$ cat src/rtl/scan_slot_bank.sv
// Slot register bank scanned by a ring pointer that steps every DIV clocks, with scan-load and addressed writes.
// Read data and seven-segment decode are registered and write-through. There is no backpressure: writes always land.
module scan_slot_bank #(
  parameter int SLOTS = 4,
  parameter int WIDTH = 4,
  parameter int DIV   = 1,
  parameter int AW    = $clog2(SLOTS)
) (
  input  logic             clk,
  input  logic             rst,
  input  logic             hold,
  input  logic             scan_load,
  input  logic             wr_en,
  input  logic [AW-1:0]    wr_addr,
  input  logic [WIDTH-1:0] wr_data,
  output logic [SLOTS-1:0] scan_onehot,
  output logic [AW-1:0]    scan_idx,
  output logic [WIDTH-1:0] rd_data,
  output logic [6:0]       seg,
  output logic             frame_start
);

  localparam int            PW        = (DIV > 1) ? $clog2(DIV) : 1;
  localparam logic [PW-1:0] PRESC_MAX = PW'(DIV - 1);
  localparam logic [AW-1:0] IDX_MAX   = AW'(SLOTS - 1);
  localparam logic [AW:0]   SLOTS_EXT = (AW + 1)'(SLOTS);

  logic [WIDTH-1:0] slot_q [SLOTS];
  logic [WIDTH-1:0] slot_d [SLOTS];
  logic [AW-1:0]    scan_idx_q, scan_idx_d;
  logic [PW-1:0]    presc_q, presc_d;
  logic [WIDTH-1:0] rd_data_q, rd_data_d;
  logic [6:0]       seg_q, seg_d;
  logic             frame_start_q, frame_start_d;
  logic             step;
  logic             addr_ok;

  function automatic logic [6:0] hexfont(input logic [3:0] v);
    case (v)
      4'h0:    hexfont = 7'h3F;
      4'h1:    hexfont = 7'h06;
      4'h2:    hexfont = 7'h5B;
      4'h3:    hexfont = 7'h4F;
      4'h4:    hexfont = 7'h66;
      4'h5:    hexfont = 7'h6D;
      4'h6:    hexfont = 7'h7D;
      4'h7:    hexfont = 7'h07;
      4'h8:    hexfont = 7'h7F;
      4'h9:    hexfont = 7'h6F;
      4'hA:    hexfont = 7'h77;
      4'hB:    hexfont = 7'h7C;
      4'hC:    hexfont = 7'h39;
      4'hD:    hexfont = 7'h5E;
      4'hE:    hexfont = 7'h79;
      default: hexfont = 7'h71;
    endcase
  endfunction

  // Prescaler and scanner: hold freezes both at the edge it is sampled.
  always_comb begin
    step          = (presc_q == PRESC_MAX) && !hold;
    presc_d       = presc_q;
    scan_idx_d    = scan_idx_q;
    frame_start_d = step && (scan_idx_q == IDX_MAX);
    if (step) begin
      presc_d    = '0;
      scan_idx_d = (scan_idx_q == IDX_MAX) ? '0 : scan_idx_q + 1'b1;
    end else if (!hold) begin
      presc_d = presc_q + 1'b1;
    end
  end

  // Both write paths carry the same data, so ordering only matters for clarity.
  always_comb begin
    addr_ok = ({1'b0, wr_addr} < SLOTS_EXT);
    slot_d  = slot_q;
    if (scan_load) begin
      slot_d[scan_idx_q] = wr_data;
    end
    if (wr_en && addr_ok) begin
      slot_d[wr_addr] = wr_data;
    end
    rd_data_d = slot_d[scan_idx_q];
    seg_d     = hexfont(rd_data_d[3:0]);
  end

  // One-hot view is decoded from the index so the two can never disagree.
  always_comb begin
    scan_onehot             = '0;
    scan_onehot[scan_idx_q] = 1'b1;
  end

  always_ff @(posedge clk) begin
    if (rst) begin
      for (int i = 0; i < SLOTS; i++) begin
        slot_q[i] <= '0;
      end
      scan_idx_q    <= '0;
      presc_q       <= '0;
      rd_data_q     <= '0;
      seg_q         <= 7'h3F;
      frame_start_q <= 1'b0;
    end else begin
      slot_q        <= slot_d;
      scan_idx_q    <= scan_idx_d;
      presc_q       <= presc_d;
      rd_data_q     <= rd_data_d;
      seg_q         <= seg_d;
      frame_start_q <= frame_start_d;
    end
  end

  assign scan_idx    = scan_idx_q;
  assign rd_data     = rd_data_q;
  assign seg         = seg_q;
  assign frame_start = frame_start_q;

endmodule

$ cat config.mk
export PLATFORM = sky130hd
export DESIGN_NAME = scan_slot_bank
export DESIGN_NICKNAME = d
export VERILOG_FILES = /design/src/rtl/scan_slot_bank.sv
export SDC_FILE = /design/constraint.sdc
export NUM_CORES = 1
export LEC_CHECK = 0
export BUFFER_PORTS_ARGS = -buffer_cell sky130_fd_sc_hd__clkbuf_2
export CAP_MARGIN = 25
export CELL_PAD_IN_SITES_DETAIL_PLACEMENT = 0
export CELL_PAD_IN_SITES_GLOBAL_PLACEMENT = 1
export CORE_AREA = 4 4 67 69
export DETAILED_ROUTE_END_ITERATION = 12
export DIE_AREA = 0 0 71 73
export PLACE_DENSITY_LB_ADDON = 0.1
export SLEW_MARGIN = 40
export SYNTH_ARGS = -nofsm -noshare
export SYNTH_HDL_FRONTEND = slang
export SYNTH_SLANG_ARGS = --single-unit
export TNS_END_PERCENT = 50
$ cat constraint.sdc
create_clock -name clk -period 7.8 [get_ports clk]
set_input_delay 1.56 -clock clk [delete_from_list [all_inputs] [get_ports clk]]
set_output_delay 1.56 -clock clk [all_outputs]
set_load 0.02 [all_outputs]
==> metrics.txt <==
share of the cycle needed by the critical path after routing between 40% and 50%; clock tree from TritonCTS yes; count of mapped cells out of synthesis about 180; largest driver fanout on the critical path 6; average instance area after synthesis 9.35 sq um; transition at the pin with the smallest max-transition slack 0.696 ns; Synth async-reset ratio 0%; FF+latch count, synth 31; Remaining DRCs 0; Worst path max stage delay 0.56 ns; Skew-Pair Late Insertion Delay around 0.28 ns; internal power of the cells 0.316 mW; io pins 29; unrepaired setup endpoints after global routing no; part of the power in the clock network 35.8%; half-perimeter wire length after placement 2930 um; startpoint of the lowest-slack hold path slot_q[15]; ordered cell list for the critical path clkbuf_2, nand2_1, o21ai_1, mux2i_1, mux4_2, inv_1, ha_1, inv_1, nor4_2, nor4_2; post-CTS setup buffers 0; initial antenna violation count 0; max-slew headroom at the worst pin between 50 and 60%; clk root buf clkbuf_8; net switching fraction of the power 30.3%; Cell Area, Placed 1860 sq um; slowest stage cell, crit path mux4_2; kind of start point of the critical path input port; post-synthesis sequential area ratio 36.3%; overall fraction of global-route tracks in use ~16%; Non-Filler Instances 260; largest net degree at the start of global routing 26; Worst Hold Path Cells 2; Post-Syn Nets 205; Chip Width 71 um; Routed WL 3910 um; Reg clk slew, reported paths 0.07 ns; leakage component of the power 0.871 nW; Final Power between 0.4 and 0.5 mW; NumNets Final roughly 230; post-detailed-route wirelength per cell 15.0 um; number of nets with antenna violations after detailed routing 0; count of flip-flops with a built-in enable after synthesis 0; total negative setup slack 0 ns; Worst R2R Setup Slack between 4 and 5 ns; total of endpoints with negative setup slack in the final report 0; final-layout worst hold slack 0.462 ns; growth of design area from synthesis to finish 15.6%; least setup slack across all paths after layout 4.22 ns; Cells after DPL 252; number of buffers and inverters on the critical path 3; endpoint type of the worst setup path register; Vert. Die Dim 73 um; total via count in the routed design 1360; CTS hold repair buffers 0; placeable core area 3910 sq um; run status finished, final reports clean; Pwr per Cell Area 229 nW/um^2; die area 5180 sq um; via count of the first global-routing pass 1326; type of the tightest min-delay check reg -> reg; Fin Clk Skew about 0.0042 ns; Non-Filler Cell Area, Final slightly below 2000 sq um; Worst EP required about 8 ns; critical setup path kind in -> reg; antenna diode count 0; initial core utilization 43.7%; number of input and output port buffers inserted 28; final weighted congestion of routability-driven global placement about 0.85; overflow left after global routing 0; Worst Hold End slot_q[15]; maximum resistive drop on vdd 0.130 mV; per-cell via count in the routed design roughly 5.2; number of DRC markers after the initial detailed-route iteration 116; number of warnings reported in the yosys synthesis log 0; Clock H-tree levels 2; Num Clock Sinks 31; minimum setup slack after placement 3.91 ns; critical register-to-register path startpoint scan_idx[0]; maximum clock path buffer count 2; final number of max-transition violations 0; MaxCap Viol Count 0; total clock buffers created by CTS 5; sequential group share of total power roughly two fifths; wire length of the first global-routing pass approximately 6600 um; final core area utilization 50.6%; Top FF cell, synth dfxtp_1; switching power total between 0.1 and 0.15 mW; combinational cell fraction of total power 24.6%; number of endpoints with negative hold slack in the final report 0; first-pass iteration count of the detailed router 4; gate family responsible for the most delay along the worst path multiplexers; summed instance area of the synthesized netlist 1710 sq um; number of distinct library cells after synthesis 44; worst endpoint data arrival time 3.74 ns; Achievable Freq 280 MHz; fraction of final layout cells with drive strength greater than 1 25.7%; shortest period the worst path allows ~3.6 ns; worst-case reg-to-reg path depth 11; terminus of the critical flop-to-flop path seg[0]; number of placement rows 23; post-cts gate resize count 0
## state kept, by name, indices dropped and copies added (netlist names)
signal       count
frame_start      1
presc_q          1
rd_data          4
scan_idx         2
seg              7
slot_q          16
## layer usage
layer  wire [um]  track usage (%)  vias up
li1            -                -      698
met1        1860             22.5      624
met2        1800             24.9       33
met3         195             4.55        5
met4          44             4.59        0
met5           0                0        -
## power groups by stage
| stage | clock network [mW] | registers (mW) | logic, mW |
|---|---|---|---|
| floorplan | 0 | 0.192 | 0.0767 |
| global placement | 0 | 0.183 | 0.111 |
| detailed placement | 0 | 0.183 | 0.112 |
| CTS | 0.168 | 0.180 | 0.112 |
| global route | 0.173 | 0.182 | 0.123 |
| finish | 0.163 | 0.180 | 0.112 |
## synth_stat cells (2+ instances only)
| library cell | instances | share of area, % |
|---|---|---|
| inv_1 | 8 | 1.8 |
| buf_6 | 2 | 1.3 |
| clkbuf_1 | 4 | 0.88 |
| nor4_2 | 2 | 1.5 |
| nor3_1 | 7 | 2.0 |
| mux2_2 | 2 | 1.3 |
| mux2i_1 | 14 | 8.2 |
| and3_1 | 4 | 1.5 |
| a21oi_1 | 12 | 3.5 |
| nand4_1 | 2 | 0.73 |
| o21ai_1 | 2 | 0.58 |
| ha_1 | 11 | 8.0 |
| nor2_1 | 21 | 4.6 |
| o21ai_0 | 4 | 1.2 |
| nand2_1 | 19 | 4.2 |
| dfxtp_1 | 31 | 36 |
| buf_2 | 3 | 0.88 |
| and2_1 | 3 | 1.1 |
| nand3_1 | 7 | 2.0 |
## worst reg2reg max path, stage by stage, from the launching register on
cell     delay, ns
dfxtp_1       0.67
inv_1         0.29
ha_1          0.30
nand2_1       0.16
nand2_1       0.14
mux2i_1       0.16
mux4_2        0.55
inv_1         0.14
ha_1          0.17
inv_1         0.08
nor4_2        0.30
nor4_2        0.08
## worst max-delay path by stage
stage | startpoint | end | slack, ns | cells after the start
global route | wr_en | seg[0] | 4.01 | 10
finish | wr_en | seg[0] | 4.22 | 10
global placement | wr_en | seg[0] | 4.02 | 10
detailed placement | wr_en | seg[0] | 3.91 | 10
floorplan | wr_addr[1] | seg[0] | 4.28 | 9
CTS | wr_en | seg[0] | 4.20 | 10
## placed cells by master (no fill, tap or decap), types with 2 or more instances in the layout
cell | netlist | layout
clkbuf_8 | 0 | 6
mux2i_1 | 14 | 14
nand4_1 | 2 | 2
ha_1 | 11 | 11
o21ai_0 | 4 | 4
nor2_1 | 21 | 21
nor3_1 | 7 | 7
o21ai_1 | 2 | 2
and3_1 | 4 | 4
nand3_1 | 7 | 7
and2_1 | 3 | 3
dfxtp_1 | 31 | 31
inv_1 | 8 | 8
mux2_2 | 2 | 2
clkbuf_2 | 0 | 28
a21oi_1 | 12 | 12
nand2_1 | 19 | 19
nor4_2 | 2 | 2
## layout make-up
type / count / area (sq um)
fillers: 402 / 1930
clock inverters: 2 / 35.0
well taps: 50 / 62.6
inverters: 8 / 30.0
flip-flops and latches: 31 / 621
clock buffers: 6 / 82.6
multi-input cells: 135 / 1010
repair buffers: 28 / 140
## cells by family after synthesis
kind of cell               Yosys count  synth area share (%)
AOI/OAI and AO/OA                   32                  16.8
adders and majority gates           11                  8.04
buffers and inverters               17                  4.82
DFF                                 31                  36.3
muxes                               19                  12.4
and+or+nand+nor                     73                  21.7
No activity file was read; power rests on OpenSTA's default activity.
